File: src/rtl/tick_timer_pkg.sv
// rtl/tick_timer_pkg.sv - shared timer state encoding and project-wide tick defaults
package tick_timer_pkg;

    // Project-wide default clk cycles per enable tick, shared with the light controller
    localparam int DEFAULT_PRESCALE = 10;

    // Timer FSM states; the light controller decodes the same encoding
    typedef enum logic {
        ST_IDLE = 1'b0,
        ST_RUN  = 1'b1
    } timer_state_e;

endpackage

File: src/rtl/tick_prescaler.sv
// rtl/tick_prescaler.sv - free-running clock divider producing a one-cycle enable tick
module tick_prescaler
    import tick_timer_pkg::*;
#(
    parameter int PRESCALE = DEFAULT_PRESCALE,
    parameter int PS_WIDTH = 24
) (
    input  logic clk,
    input  logic reset,
    input  logic clear,
    output logic enable
);

    localparam logic [PS_WIDTH-1:0] LAST = PS_WIDTH'(PRESCALE - 1);
    localparam logic [PS_WIDTH-1:0] ONE  = PS_WIDTH'(1);

    logic [PS_WIDTH-1:0] count;

    // Count 0..PRESCALE-1 and register the tick; the clearing cycle itself is count 0,
    // so the count leaving it is 1 and the first tick lands PRESCALE cycles after it
    always_ff @(posedge clk or negedge reset) begin
        if (!reset) begin
            count  <= '0;
            enable <= 1'b0;
        end else if (clear) begin
            count  <= ONE;
            enable <= 1'b0;
        end else begin
            enable <= (count == LAST);
            count  <= (count == LAST) ? '0 : count + ONE;
        end
    end

endmodule

File: src/rtl/tick_timer.sv
// rtl/tick_timer.sv - tick-based one-shot / auto-reload countdown timer
module tick_timer
    import tick_timer_pkg::*;
#(
    parameter int PRESCALE  = DEFAULT_PRESCALE,
    parameter int PS_WIDTH  = 24,
    parameter int CNT_WIDTH = 8
) (
    input  logic                 clk,
    input  logic                 reset,
    input  logic                 startTimer,
    input  logic [CNT_WIDTH-1:0] duration,
    input  logic                 periodic,
    input  logic                 stopTimer,
    output logic                 enable,
    output logic                 busy,
    output logic                 expired,
    output logic [CNT_WIDTH-1:0] remaining
);

    localparam logic [CNT_WIDTH-1:0] CNT_ONE = CNT_WIDTH'(1);

    timer_state_e         state_q;
    timer_state_e         state_d;
    logic [CNT_WIDTH-1:0] rem_d;
    logic [CNT_WIDTH-1:0] dur_q;
    logic [CNT_WIDTH-1:0] dur_d;
    logic                 per_q;
    logic                 per_d;
    logic                 exp_d;
    logic                 start_ok;

    // A stop in the same cycle wins, so only an unopposed start realigns the tick phase
    assign start_ok = startTimer && !stopTimer;

    tick_prescaler #(
        .PRESCALE(PRESCALE),
        .PS_WIDTH(PS_WIDTH)
    ) u_prescaler (
        .clk   (clk),
        .reset (reset),
        .clear (start_ok),
        .enable(enable)
    );

    // Next-state: stop beats start, start beats a coincident terminal tick
    always_comb begin
        state_d = state_q;
        rem_d   = remaining;
        dur_d   = dur_q;
        per_d   = per_q;
        exp_d   = 1'b0;
        if (stopTimer) begin
            state_d = ST_IDLE;
            rem_d   = '0;
        end else if (startTimer) begin
            if (duration == '0) begin
                state_d = ST_IDLE;
                rem_d   = '0;
                exp_d   = 1'b1;
            end else begin
                state_d = ST_RUN;
                rem_d   = duration;
                dur_d   = duration;
                per_d   = periodic;
            end
        end else if (state_q == ST_RUN && enable && remaining != '0) begin
            if (remaining == CNT_ONE) begin
                exp_d = 1'b1;
                if (per_q) begin
                    rem_d = dur_q;
                end else begin
                    rem_d   = '0;
                    state_d = ST_IDLE;
                end
            end else begin
                rem_d = remaining - CNT_ONE;
            end
        end
    end

    // State and output registers; busy is a registered decode of the next state
    always_ff @(posedge clk or negedge reset) begin
        if (!reset) begin
            state_q   <= ST_IDLE;
            busy      <= 1'b0;
            expired   <= 1'b0;
            remaining <= '0;
            dur_q     <= '0;
            per_q     <= 1'b0;
        end else begin
            state_q   <= state_d;
            busy      <= (state_d == ST_RUN);
            expired   <= exp_d;
            remaining <= rem_d;
            dur_q     <= dur_d;
            per_q     <= per_d;
        end
    end

endmodule
File: config.mk
export PLATFORM = sky130hd
export DESIGN_NAME = tick_timer
export DESIGN_NICKNAME = d
export VERILOG_FILES = /design/src/rtl/tick_timer_pkg.sv /design/src/rtl/tick_prescaler.sv /design/src/rtl/tick_timer.sv
export SDC_FILE = /design/constraint.sdc
export NUM_CORES = 1
export LEC_CHECK = 0
export CORE_MARGIN = 4
export CORE_UTILIZATION = 63
export CTS_BUF_LIST = sky130_fd_sc_hd__clkbuf_16
export DETAILED_ROUTE_END_ITERATION = 8
export DONT_BUFFER_PORTS = 1
export PLACE_DENSITY_LB_ADDON = 0.15
export SLEW_MARGIN = 5
export SYNTH_ARGS = -nofsm -noshare
export SYNTH_HDL_FRONTEND = slang
export SYNTH_SLANG_ARGS = --single-unit
File: constraint.sdc
create_clock -name clk -period 2.1 [get_ports clk]
set_input_delay 0.21 -clock clk [delete_from_list [all_inputs] [get_ports clk]]
set_output_delay 0.21 -clock clk [all_outputs]
set_load 0.03 [all_outputs]
Word-level counts from Yosys, hierarchy flattened:

Cells that the tools add are included.
W data, S select, Z words.

* register bits after elaboration: 44
* bits of input ports: 13
* output and inout port bits: 11
* word-level logic and storage cells: 44

* $add $sub $neg: 2
* equal/unequal tests: 3
* muxes and demuxes: 20
* bitwise gates (word level): 2
* reductions and logical operators: 10

Operator list (count)
* $mux W24: 2
* $mux W8: 6
* $add A24 B1 Y24 const B: 1
* $eq A24 B4 Y1 const B: 1
* $mux W1: 12
* $eq A8 B1 Y1 const B: 1
* $logic_not A8 Y1: 1
* $reduce_bool A8 Y1: 1
* $sub A8 B1 Y8 const B: 1
* $reduce_and A3 Y1: 2
* $reduce_bool A3 Y1: 2
* $logic_and A1 B1 Y1: 3
* $ne A3 B3 Y1 const B: 1
* $not A1 Y1: 2
* $logic_not A1 Y1: 1

Logic depth before layout (Yosys ltp):

Gate-level depths: netlist of the first run.

* depth after elaboration: 5
* mapped depth: 8
* mapped depth without buffers: 7

Modules after synthesis:

From an unflattened synthesis of the first run, not the netlist that was laid out.

* cell total of the unflattened synthesis: 271
* area, all modules: 2478.6 um2

By module, submodules not included
* tick_prescaler: instances 1, cells each 132, area an instance 1327.5 um2, sequential area each 625.6 um2
* tick_timer: instances 1, cells each 139, area an instance 1151.1 um2, sequential area each 475.5 um2

Least setup slack after synthesis of the first run:

OpenSTA, ideal clock, no wires.

* path type: reg-to-reg
* start point: reg remaining[1]
* end point: reg remaining[0]
* setup time: 0.121 ns
* arrival: 1.878 ns
* data required time: 1.979 ns
* path slack: 0.101 ns
* stages on the path, launching flop included: 8
* buffers on the path: 0
* period minus slack after synthesis: 1.999 ns
* cell sequence: dfrtp_1 inv_1 ha_1 nor3b_1 nand2b_1 a211oi_1 a311oi_1 o22a_1

* word-level cells in the longest chain between the ends: 5
* elaborated cells between the ends (all ways): 8
* those cells by class: eq/ne: 1; mux: 4; reduce/logical: 3

Ends and longest elaborated chain
* from (decl): RTL line tick_timer.sv:18 `output logic [CNT_WIDTH-1:0] remaining`
* from (signal assigned): RTL line tick_timer.sv:95 `remaining <= rem_d;`
* $eq A8 B1 Y1: RTL line tick_timer.sv:68 `if (remaining == CNT_ONE) begin`
* $mux W8: RTL line tick_timer.sv:68
* $mux W8: RTL line tick_timer.sv:67 `end else if (state_q == ST_RUN && enable && remaining != '0) begin`
* $mux W8: RTL line tick_timer.sv:56 `end else if (startTimer) begin`
* $mux W8: RTL line tick_timer.sv:53 `if (stopTimer) begin`

Parallel ways exist; a longest one is shown, timed or not. The select of a mux whose other input is x is not followed.
A chain may end at the register's enable or synchronous reset.

Final worst setup path of the first run:

* start point: reg remaining[5]
* end point: reg remaining[0]

The elaborated chain is that of the path after synthesis.

==> results.json, run 1 <==
{
  "stdcell_count": 322,
  "fin_crit_sh_pct": 97.04,
  "synth-main-ff-cell": "dfrtp_1",
  "drv_slew": 0,
  "yosys.area.top_type": "dfrtp_1",
  "die_area_um2": 4776,
  "cts_buffer_depth": 2,
  "pin_count": 24,
  "wl_per_cell_um": 17.99,
  "dp.cells": 311,
  "h-tree-depth": 2,
  "row_count": 21,
  "routed_via_density": 6.118,
  "crit_path_cell_trace": "or4_1 > nand2b_1 > a211oi_1 > a311oi_1 > o22a_1",
  "p_leak_nw": 1.212,
  "antenna_found_initial": 0,
  "area_growth_pct": 14.68,
  "avgSynthCellArea_um2": 9.261,
  "setup_viol": 0,
  "timing.fmax_mhz": 490.7,
  "synthTopCellsByCount": "dfrtp_1 (44), nor2_1 (34), nand2_1 (29)",
  "relSlewSlack_pct": 47.23,
  "dr_total_vias": 1970,
  "hp-class": "in -> reg",
  "synth.cell_area_um2": 2352,
  "crit_path_end_kind": "flop",
  "period_needed_ns": 2.038,
  "grt_pass1_wl_um": 9880,
  "synth_fp_nets": 272,
  "cpPeakStageDelay_ns": 0.69,
  "diodes": 0,
  "fill_cells": 256,
  "cap_violations": 0,
  "die_y_um": 69.11,
  "crit_start": "remaining[5]",
  "ys_types": 44,
  "vdd_drop_max_v": 0.0005123,
  "crit_slowest_cell": "or4_1",
  "async_flop_share_pct": 100.0,
  "r2r_start": "remaining[5]",
  "drc": 0,
  "tightest_slew_ns": 0.7844,
  "die_w_um": 69.11,
  "rsz0062_at_grt": "no",
  "hpwl_um": 3995,
  "synthTopCellsByArea": "dfrtp_1 (47%), nor2_1 (5.4%), nand2_1 (4.6%)",
  "multiInputGateArea_um2": 1182,
  "tns_ns": 0,
  "drt_iter0_drc": 225,
  "arrival_ns": 2.21,
  "ys_ff_latch": 44,
  "critPathMaxFanout": 7,
  "num-nets-final": 293,
  "grt_pass1_vias": 2003,
  "insertion_delay_ns": 0.29,
  "p_per_area_nw_per_um2": 800.1,
  "min_from": "duration[3]",
  "synthCells": 254,
  "hold_violations": 0,
  "status": "finished clean",
  "synth_edf_count": 0,
  "io_buffers": 0,
  "yosysMostFrequentCell": "dfrtp_1",
  "crit_required_ns": 2.27,
  "grt_max_degree": 45,
  "clkTransAtPathRegs_ns": 0.06,
  "synth.top_cell.area_share_pct": 46.81,
  "root_buffer": "clkbuf_16",
  "cts_buffers": 5,
  "cts.sinks": 44,
  "drt_pre_antenna_iters": 4,
  "overflow": 0,
  "synth_warnings": 0,
  "start_util_pct": 67.82,
  "drt.antenna.violating_nets": 0,
  "critPathKind": "reg -> reg",
  "drive_gt1_share_pct": 12.32,
  "track_usage_pct": 25.90,
  "core_um2": 3468,
  "yosysSeqAreaShare_pct": 46.81,
  "cp-start-kind": "flop",
  "hold_slack_ns": 0.05042,
  "final-seq-area_um2": 1101,
  "cts_tree": "done",
  "globalplace.congestion": 0.9737,
  "wl_um": 5792,
  "fin_skew_ns": 0.005002
}
[registers in the layout, indices dropped and copies added, names as in the netlist]
signal / cells
expired: 1
u_prescaler.enable: 1
dur_q: 8
u_prescaler.count: 24
remaining: 8
per_q: 1
state_q: 1
[final timing paths]
| check | to | slack (ns) | cells past startpoint |
|---|---|---|---|
| min | dur_q[3] | 0.05 | 2 |
| min in group asynchronous | u_prescaler.count[2] | 0.40 | 2 |
| max reg2reg | remaining[0] | 0.06 | 5 |
| min reg2reg | dur_q[3] | 0.50 | 2 |
| max in group asynchronous | u_prescaler.count[13] | 1.49 | 2 |
| max | remaining[0] | 0.06 | 5 |
[where the power goes]
| group | leakage, nW | internal (mW) | switching (mW) |
|---|---|---|---|
| clock network | 0.0687 | 0.432 | 0.318 |
| registers | 0.586 | 0.919 | 0.0857 |
| logic | 0.558 | 0.160 | 0.245 |
[critical path, delay by kind of cell, from the launching register on]
kind,cells,cell delay (ns)
and+or+nand+nor,2,1.03
DFF,1,0.37
AOI/OAI and AO/OA,3,0.52
[what timing repair did]
item                                    in CTS  in global routing
hold buffers                                 3                  0
endpoints found under the setup margin       0                  1
gates resized for setup                      0                  1
buffers inserted                             0                  0
hold endpoints to repair                    45                  0
[kinds of logic (layout without fill, tap and decap cells)]
group,after synthesis,after routing,synth area share (%)
AOI/OAI and AO/OA,33,33,9.840
and+or+nand+nor,130,130,28.09
adders and majority gates,5,5,2.660
DFF,44,44,46.81
xor gates and xnor gates,23,23,8.564
muxes,2,2,0.9042
buffers and inverters,17,39,3.138
[per-layer routing]
layer | up-vias | global-route usage, % | share of wire [%]
li1 | 941 | - | -
met1 | 926 | 36.51 | 44
met2 | 94 | 38.88 | 46
met3 | 9 | 6.395 | 8.6
met4 | 0 | 9.111 | 1.1
met5 | - | 0 | 0
[layout make-up]
type                            count  share of cell area, %
Tap cell                           46                  2.134
Multi-Input combinational cell    193                  43.83
Clock inverter                      3                 0.5566
Timing Repair Buffer               22                  6.772
Clock buffer                        5                  4.638
Sequential cell                    44                  40.82
Inverter                            9                  1.252
[placed cells by master, fill, tap and decap left out, types with 3 or more instances in the layout]
| master | n |
|---|---|
| o21ai_0 | 7 |
| xor2_1 | 12 |
| ha_1 | 5 |
| a21oi_1 | 6 |
| buf_4 | 19 |
| nor4_1 | 11 |
| nand4_1 | 10 |
| nand3_1 | 16 |
| nand2b_1 | 4 |
| nor2_1 | 34 |
| inv_1 | 10 |
| and3_1 | 3 |
| a31oi_1 | 3 |
| and4_1 | 3 |
| clkbuf_16 | 5 |
| a22o_1 | 4 |
| dfrtp_1 | 44 |
| nor3_1 | 7 |
| nand2_1 | 29 |
| xnor2_1 | 11 |
[per-stage QoR]
step / power [mW] / utilization (%) / worst slack, ns / area (um2)
2_1_floorplan: 1.285 / - / 0.1010 / 2352
3_3_place_gp: 1.378 / 72.44 / 0.1334 / 2512
3_5_place_dp: 1.391 / 72.44 / 0.08857 / 2512
4_1_cts: 2.159 / 77.63 / 0.07632 / 2693
5_1_grt: 2.268 / 77.78 / 0.01202 / 2698
6_report: 2.158 / 77.78 / 0.06215 / 2698
Power figures use the tool's default switching activity.
==> run 2: changes to the inputs <==
--- a/config.mk
+++ b/config.mk
@@ -5,6 +5,7 @@
 export SDC_FILE = /design/constraint.sdc
 export NUM_CORES = 1
 export LEC_CHECK = 0
+export CAP_MARGIN = 20
 export CORE_MARGIN = 4
 export CORE_UTILIZATION = 63
 export CTS_BUF_LIST = sky130_fd_sc_hd__clkbuf_16
==> results of run 2 <==
Same layout as run 1: the final DEF is identical, and so are final timing and power.
==> run 3: changes to the inputs <==
--- a/config.mk
+++ b/config.mk
@@ -11,7 +11,7 @@
 export CTS_BUF_LIST = sky130_fd_sc_hd__clkbuf_16
 export DETAILED_ROUTE_END_ITERATION = 8
 export DONT_BUFFER_PORTS = 1
-export PLACE_DENSITY_LB_ADDON = 0.15
+export PLACE_DENSITY_LB_ADDON = 0.12
 export SLEW_MARGIN = 5
 export SYNTH_ARGS = -nofsm -noshare
 export SYNTH_HDL_FRONTEND = slang
==> run 3 against run 2 <==
  * Setup slack better by 0.11 ns
  * Fmax is 5.6% higher
  * Worst hold slack better by 0.013 ns
  * Combinational power is 5.0% higher
  * Sequential cell count stayed put
  * Total power is 0.40% lower
  * Sequential power hardly changed
  * Clock-buffer cell count stayed put
  * Register-to-register slack better by 0.11 ns
  * Clock power is 4.1% lower
==> results.json, run 3 (synthesis results as in run 1) <==
{
  "grt_max_degree": 45,
  "top_register": "u_prescaler.count",
  "core_um2": 3468,
  "wl_um": 5806,
  "overflow": 0,
  "antenna_found_initial": 0,
  "root_buffer": "clkbuf_16",
  "diodes": 0,
  "grt_pass1_wl_um": 9680,
  "min_path_cells": 2,
  "drive_gt1_share_pct": 12.32,
  "hold_violations": 0,
  "timing.fmax_mhz": 518.2,
  "fin_skew_ns": 0.004335,
  "drv_slew": 0,
  "crit_path_end_kind": "flop",
  "ff2ff_path_depth": 5,
  "routed_via_density": 6.370,
  "area_growth_pct": 15.11,
  "vdd_drop_max_v": 0.0005766,
  "hpwl_um": 4002,
  "post-route-cell-area_um2": 2708,
  "critPathKind": "reg -> reg",
  "final_common_cell": "dfrtp_1",
  "dpl-instance-area_um2": 2525,
  "period_needed_ns": 1.930,
  "hp-class": "in -> reg",
  "stdcell_count": 322,
  "drt.antenna.violating_nets": 0,
  "rsz0062_at_grt": "no",
  "cts_setup_buffers": 0,
  "globalplace.congestion": 1.032,
  "setup_viol": 0,
  "cp-start-kind": "flop",
  "cts_buffer_depth": 2,
  "cap_violations": 0,
  "status": "finished clean",
  "switching_share_pct": 29.35,
  "wl_per_cell_um": 18.03,
  "arrival_ns": 2.15,
  "pin_count": 24,
  "h-tree-depth": 2,
  "start_util_pct": 67.82,
  "top_regs": "u_prescaler.count x24, dur_q x8, remaining x8",
  "p_leak_nw": 1.219,
  "drc": 0,
  "pwr-share-seq_pct": 46.9,
  "critPathMaxFanout": 7,
  "cpPeakStageDelay_ns": 0.60,
  "clkTransAtPathRegs_ns": 0.06,
  "crit_required_ns": 2.33,
  "fill_cells": 247,
  "crit_slowest_cell": "or4_4",
  "dp.cells": 311,
  "pwr-share-clk_pct": 33.4,
  "die_w_um": 69.11,
  "drt_pre_antenna_iters": 5,
  "cts_tree": "done",
  "grt_pass1_vias": 1937,
  "drt_iter0_drc": 291,
  "die_y_um": 69.11,
  "dr_total_vias": 2051,
  "cts.sinks": 44,
  "intPower_mw": 1.519,
  "relSlewSlack_pct": 72.02,
  "io_buffers": 0,
  "fin_crit_sh_pct": 91.89,
  "track_usage_pct": 25.50,
  "insertion_delay_ns": 0.28,
  "num-nets-final": 293,
  "die_area_um2": 4776,
  "most-common-layout-cells": "dfrtp_1 (44), nor2_1 (34), nand2_1 (29)",
  "largest_reg_flops": 24,
  "combPwrFrac_pct": 19.7,
  "crit_path_cell_trace": "or4_4 > nor3_4 > nand3_1 > a311oi_1 > o22a_1",
  "row_count": 21,
  "hold_slack_ns": 0.06373,
  "tns_ns": 0,
  "tightest_slew_ns": 0.4159,
  "power_switching_mw": 0.6309,
  "p_per_area_nw_per_um2": 794.0,
  "cts_buffers": 5
}
==> run 3: cell count changes in the layout (fill, tap and decap cells not counted) <==
cell | previous run | this run
buf_12 | 1 | 2
buf_4 | 19 | 18
clkinvlp_4 | 1 | 0
inv_1 | 10 | 11
nand2b_1 | 4 | 3
nand2b_2 | 0 | 1
nor3b_1 | 1 | 2
nor3b_2 | 1 | 0
or4_1 | 1 | 0
or4_4 | 0 | 1
==> run 3: what timing repair did <==
item / 4_1_cts / 5_1_grt
hold buffers: 3 / 0
hold endpoints to repair: 45 / 0
endpoints found under the setup margin: 0 / 1
resized for setup: 0 / 2
==> run 3: worst max-delay path: cells and delay by family (launching register included) <==
kind / cells / cell delay, ns
and+or+nand+nor: 3 / 1.01
DFF: 1 / 0.37
AOI/OAI and AO/OA: 2 / 0.49
==> run 3: worst paths after layout <==
check | slack, ns | start | end
max | 0.17 | remaining[5] | remaining[0]
min | 0.06 | duration[6] | dur_q[6]
max reg2reg | 0.17 | remaining[5] | remaining[0]
min reg2reg | 0.49 | dur_q[4] | dur_q[4]
max in group asynchronous | 1.49 | reset | u_prescaler.count[5]
min in group asynchronous | 0.40 | reset | u_prescaler.count[18]
==> run 3: power groups by stage <==
stage	logic [mW]	clock network, mW	registers (mW)
floorplan	0.267	0	1.02
global placement	0.381	0	1.01
detailed placement	0.387	0	1.01
CTS	0.415	0.731	1.00
global route	0.468	0.782	1.02
finish	0.424	0.719	1.01
==> run 3: final cells by class <==
class / count / area [um2] / area share (%)
flip-flops and latches: 44 / 1101 / 40.67
clock buffers: 5 / 125.1 / 4.621
inverters: 9 / 33.78 / 1.248
clock inverters: 3 / 11.26 / 0.4159
well taps: 46 / 57.56 / 2.126
multi-input cells: 193 / 1184 / 43.72
repair buffers: 22 / 195.2 / 7.209
==> run 3: metal layers <==
layer / up-vias / track usage, % / wire, um
met3: 14 / 7.413 / 549
met2: 120 / 37.18 / 2643
met4: 0 / 7.592 / 110
met1: 969 / 36.88 / 2502
met5: - / 0 / 0
li1: 948 / - / -
==> run 3: per-stage QoR <==
| step | power [mW] | setup slack, ns | utilization, % |
|---|---|---|---|
| final | 2.150 | 0.1703 | 78.07 |
| after global routing | 2.267 | 0.06171 | 78.07 |
| after CTS | 2.149 | 0.09051 | 77.89 |
| after detailed placement | 1.401 | 0.09368 | 72.80 |
| after global placement | 1.395 | 0.1777 | 72.80 |
| after floorplan | 1.285 | 0.1010 | - |
